### config.mk
export PLATFORM = sky130hd
export DESIGN_NAME = pwm_sample_scheduler
export DESIGN_NICKNAME = d
export VERILOG_FILES = /design/src/rtl/pwm_sample_scheduler.sv
export SDC_FILE = /design/constraint.sdc
export NUM_CORES = 1
export LEC_CHECK = 0
export CORE_UTILIZATION = 52
export DETAILED_ROUTE_END_ITERATION = 10
export GPL_ROUTABILITY_DRIVEN = 0
export PLACE_DENSITY = 0.76
export SLEW_MARGIN = 0
export SYNTH_ARGS = -nofsm -noshare
export SYNTH_HDL_FRONTEND = slang
export SYNTH_SLANG_ARGS = --single-unit
export TNS_END_PERCENT = 50
### constraint.sdc
create_clock -name clk -period 2.3 [get_ports clk]
set_input_delay 0.345 -clock clk [delete_from_list [all_inputs] [get_ports clk]]
set_output_delay 0.345 -clock clk [all_outputs]
set_load 0.05 [all_outputs]
### src/rtl/pwm_sample_scheduler.sv
// Paces buffered PCM samples into the PWM stage, one sample per PWM period, with priming,
// underrun silence and mute. Define PWM_SOFT_MUTE_EN for a stepped arithmetic-shift soft mute.
module pwm_sample_scheduler #(
    parameter int SAMPLE_WIDTH      = 16,
    parameter int PWM_COUNTER_WIDTH = 10,
    parameter int FIFO_DEPTH        = 8,
    parameter int PRIME_LEVEL       = 4
) (
    input  logic                          clk,
    input  logic                          rst,
    input  logic                          enable,
    input  logic                          mute,
    input  logic                          s_valid,
    output logic                          s_ready,
    input  logic [SAMPLE_WIDTH-1:0]       s_data,
    output logic [SAMPLE_WIDTH-1:0]       sample_out,
    output logic                          sample_strobe,
    output logic [$clog2(FIFO_DEPTH):0]   fifo_level,
    output logic [15:0]                   underrun_count,
    output logic [1:0]                    state_o
);
    localparam int AW = $clog2(FIFO_DEPTH);
    localparam int LW = AW + 1;
    localparam logic [LW-1:0] DEPTH_L = LW'(FIFO_DEPTH);
    localparam logic [LW-1:0] PRIME_L = LW'(PRIME_LEVEL);

    typedef enum logic [1:0] {
        S_IDLE     = 2'd0,
        S_PRIME    = 2'd1,
        S_RUN      = 2'd2,
        S_UNDERRUN = 2'd3
    } state_t;

    state_t                        state_q, state_d;
    logic [PWM_COUNTER_WIDTH-1:0]  cnt_q, cnt_d;
    logic [SAMPLE_WIDTH-1:0]       mem_q [FIFO_DEPTH];
    logic [AW-1:0]                 wr_ptr_q, wr_ptr_d, rd_ptr_q, rd_ptr_d;
    logic [LW-1:0]                 level_q, level_d;
    logic [SAMPLE_WIDTH-1:0]       sample_q, sample_d;
    logic                          strobe_q, strobe_d;
    logic [15:0]                   ucnt_q, ucnt_d;
    logic                          tick, push, pop;
    logic [SAMPLE_WIDTH-1:0]       head, shaped;

    assign tick = (cnt_q == '1);
    assign head = mem_q[rd_ptr_q];
    // Readiness uses the pre-pop level, so a full FIFO refuses a push even while popping.
    assign s_ready = !rst && (level_q < DEPTH_L);
    assign push    = s_valid && s_ready;

`ifdef PWM_SOFT_MUTE_EN
    localparam int AT_W = $clog2(SAMPLE_WIDTH + 1);
    localparam logic [AT_W-1:0] AT_MAX = AT_W'(SAMPLE_WIDTH);
    logic [AT_W-1:0] atten_q, atten_d;

    always_comb begin
        atten_d = atten_q;
        if (tick) begin
            if (mute) begin
                if (atten_q != AT_MAX) atten_d = atten_q + AT_W'(1);
            end else if (atten_q != '0) begin
                atten_d = atten_q - AT_W'(1);
            end
        end
        shaped = (atten_d == AT_MAX) ? '0 : SAMPLE_WIDTH'($signed(head) >>> atten_d);
    end

    always_ff @(posedge clk) begin
        if (rst) atten_q <= '0;
        else     atten_q <= atten_d;
    end
`else
    always_comb begin
        shaped = mute ? '0 : head;
    end
`endif

    always_comb begin
        state_d  = state_q;
        sample_d = sample_q;
        strobe_d = tick;
        ucnt_d   = ucnt_q;
        pop      = 1'b0;
        cnt_d    = cnt_q + PWM_COUNTER_WIDTH'(1);
        if (!enable) begin
            state_d = S_IDLE;
            if (tick) sample_d = '0;
        end else begin
            case (state_q)
                S_IDLE: begin
                    state_d = S_PRIME;
                    if (tick) sample_d = '0;
                end
                S_PRIME, S_UNDERRUN: begin
                    if (level_q >= PRIME_L) state_d = S_RUN;
                    if (tick) sample_d = '0;
                end
                S_RUN: begin
                    if (tick) begin
                        if (level_q == '0) begin
                            state_d  = S_UNDERRUN;
                            sample_d = '0;
                            if (ucnt_q != 16'hFFFF) ucnt_d = ucnt_q + 16'd1;
                        end else begin
                            pop      = 1'b1;
                            sample_d = shaped;
                        end
                    end
                end
            endcase
        end
        wr_ptr_d = wr_ptr_q + AW'(push);
        rd_ptr_d = rd_ptr_q + AW'(pop);
        level_d  = level_q + LW'(push) - LW'(pop);
    end

    always_ff @(posedge clk) begin
        if (push) mem_q[wr_ptr_q] <= s_data;
    end

    always_ff @(posedge clk) begin
        if (rst) begin
            state_q  <= S_IDLE;
            cnt_q    <= '0;
            wr_ptr_q <= '0;
            rd_ptr_q <= '0;
            level_q  <= '0;
            sample_q <= '0;
            strobe_q <= 1'b0;
            ucnt_q   <= '0;
        end else begin
            state_q  <= state_d;
            cnt_q    <= cnt_d;
            wr_ptr_q <= wr_ptr_d;
            rd_ptr_q <= rd_ptr_d;
            level_q  <= level_d;
            sample_q <= sample_d;
            strobe_q <= strobe_d;
            ucnt_q   <= ucnt_d;
        end
    end

    assign sample_out     = sample_q;
    assign sample_strobe  = strobe_q;
    assign fifo_level     = level_q;
    assign underrun_count = ucnt_q;
    assign state_o        = state_q;
endmodule

==> results_dict.tcl <==
set metrics [dict create \
    netlist_area_um2 7210 \
    peakVddDrop_mv 0.579 \
    vias 4165 \
    crit_arrival_ns 2.52 \
    fin_nets 591 \
    cts_tree "done" \
    post-route-period-util_pct 96.4 \
    fin_worst_skew_ns 0.00702 \
    die-width_um 120 \
    drtPass1Iterations 4 \
    cts_sinks 183 \
    port_buffers 60 \
    place_area_um2 8270 \
    seq_area_frac_synth_pct 68.6 \
    cts_max_level 4 \
    worst_pin_slew_ns 0.699 \
    ys_types 48 \
    critical_path_class "register to register" \
    yosysTopAreaCell "edfxtp_1" \
    fmax_mhz 451 \
    postLayoutCellArea_um2 8910 \
    die-height_um 120 \
    power_frac_clock_pct 40.5 \
    p_sw_mw 1.46 \
    areaGrowthSynthToFinish_pct 23.6 \
    finalWirelength_um 14200 \
    status "finished, final reports clean" \
    antennaDiodeCount 0 \
    start_kind "register" \
    drc 0 \
    critPathMaxFanout 3 \
    fill_cells 917 \
    dp_hpwl_um 8900 \
    cts-root-buf "clkbuf_16" \
    relSlewSlack_pct 53.3 \
    timing.hold.ws_ns 0.446 \
    core-area_um2 13400 \
    leakage_nw 2.97 \
    cts_made_buffers 17 \
    pwr-share-seq_pct 51.9 \
    dp_cells 714 \
    grt_start_max_net_pins 44 \
    ant_nets 0 \
    reg2regPathDepth 10 \
    max_cap_violations 0 \
    power_mw 7.01 \
    yosysWarnings 0 \
    layoutNonFillerInstCount 747 \
    antenna_found_initial 0 \
    syn-num-nets 492 \
    routedWlPerCell_um 19.0 \
    grt_pass1_vias 4322 \
    grt_pass1_wl_um 22400 \
    min_path_type "register to register" \
    ios 61 \
    start_util_pct 53.8 \
    num_rows 42 \
    final_layout_size_suffix_gt1_share_pct 22.8 \
    comb_power_share_pct 7.6 \
    postSynthRegisterBits 183 \
    synth_top_area_share_pct 53.3 \
    synth_edf_count 128 \
    synthFlopType "edfxtp_1" \
    drt_iter0_markers 338 \
    synth_cells 459 \
    intPower_mw 5.56 \
    min_path_cells 2 \
    end_kind "register" \
    synth_top_cells_by_area "edfxtp_1 53%, dfxtp_1 15%, mux4_2 10%" \
    grtUsageTotal_pct 21.7 \
    worstPathRequired_ns 2.60 \
    dieArea_um2 14300 \
    clk_latency_ns 0.42 \
    clockBufferDepth 2 \
    fin_util_pct 66.5 \
    switching_share_pct 20.7 \
    setup_viol 0 \
    slew_viol_final 0 \
    finalHoldViolations 0 \
    syn_area_per_cell_um2 15.7 \
    via_per_inst 5.58 \
    min_period_ns 2.22 \
    synth-async-reset-ratio_pct 0 \
    grt_overflow_total 0 \
    powerDensity_nw_per_um2 787 \
    hold_buffers 0 \
    cts.clk_slew.worst_paths_ns 0.06 \
]
area by class of cell:
cell class | instances | area (um^2) | share of cell area (%)
clock buffer | 23 | 448 | 5.03
clock inverter | 9 | 128 | 1.43
inverter | 9 | 33.8 | 0.379
multi-input combinational | 247 | 2210 | 24.7
sequential | 183 | 4950 | 55.6
tap | 176 | 220 | 2.47
timing repair buffer | 100 | 923 | 10.4
critical path, cell delays in order, from the launching register on:
cell and delay, ns:
dfxtp_4 0.36, ha_4 0.15, nand2_4 0.05, nor3_4 0.20
and4b_2 0.27, ha_2 0.27, inv_2 0.06, ha_4 0.12
inv_1 0.05, fa_2 0.52, nor2_1 0.04
logic make-up after synthesis:
| kind of cell | after synthesis | synth area share [%] |
|---|---|---|
| AOI/OAI and AO/OA | 44 | 3.56 |
| xor gates and xnor gates | 12 | 1.46 |
| adders and majority gates | 12 | 2.19 |
| buffers and inverters | 29 | 1.82 |
| DFF | 183 | 68.6 |
| muxes | 49 | 12.4 |
| and+or+nand+nor | 130 | 10.0 |
synth_stat cells (all sizes together), types with 3 or more instances:
library cell	count
a21oi	9
and3	6
and4	3
buf	10
clkbuf	10
dfxtp	55
edfxtp	128
ha	11
inv	9
mux2i	16
mux4	32
nand2	27
nand2b	5
nand3	11
nand4	11
nor2	30
nor2b	9
nor3	7
nor4	3
o21ai	24
or3	6
or4	3
xnor2	7
xor2	5
layer usage:
| layer | global-route usage [%] | routed length [um] | vias up |
|---|---|---|---|
| met5 | 0 | 0 | - |
| met4 | 10.2 | 380 | 0 |
| met3 | 5.18 | 693 | 29 |
| met2 | 37.9 | 7540 | 102 |
| met1 | 25.1 | 5550 | 2076 |
| li1 | - | - | 1958 |
state kept, by name (all words and copies together) (netlist names):
| name | count |
|---|---|
| cnt_q | 10 |
| fifo_level | 4 |
| mem_q | 128 |
| rd_ptr_q | 3 |
| sample_out | 16 |
| sample_strobe | 1 |
| state_o | 2 |
| underrun_count | 16 |
| wr_ptr_q | 3 |
what timing repair did:
action,4_1_cts,5_1_grt
setup buffers,0,1
pin swaps,2,6
endpoints found under the setup margin,2,4
gates resized for setup,2,17
path summary, 6_finish.rpt:
| check | endpoint | slack (ns) | from |
|---|---|---|---|
| max | fifo_level[1] | 0.08 | cnt_q[1] |
| min | sample_out[14] | 0.45 | sample_out[14] |
| max reg2reg | fifo_level[1] | 0.08 | cnt_q[1] |
| min reg2reg | sample_out[14] | 0.45 | sample_out[14] |
cell usage in the layout (no fill, tap or decap), drive strengths merged, types with 2 or more instances in the layout:
cell	instances
nor2	30
nor3	7
inv	9
a211oi	2
clkdlybuf4s50	59
nor4b	2
buf	41
or3	6
a21o	2
dfxtp	55
o31ai	2
nand3	11
xnor2	7
xor2	5
clkinv	4
nor3b	2
edfxtp	128
or4	3
mux2i	16
and3	6
nor4	3
and4	3
o21ba	2
nand2	27
nand4	11
nand2b	5
nor2b	9
clkinvlp	2
clkbuf	23
a21oi	9
o21ai	24
o31a	2
mux4	32
ha	11
bufinv	3
through the flow:
stage,TNS (ns),worst slack (ns)
global route,-0.0188,-0.0188
finish,0,0.0837
detailed placement,-0.0638,-0.0482
CTS,0,0.00675
global placement,0,0.0526
floorplan,-16.95,-0.151
power by group through the flow:
stage / combinational (mW) / clock [mW] / sequential (mW)
after floorplan: 0.202 / 0 / 3.77
after global placement: 0.487 / 0 / 3.70
after detailed placement: 0.500 / 0 / 3.71
after CTS: 0.506 / 2.89 / 3.64
after global routing: 0.576 / 3.02 / 3.65
final: 0.531 / 2.84 / 3.64
No activity file was read; power rests on OpenSTA's default activity.
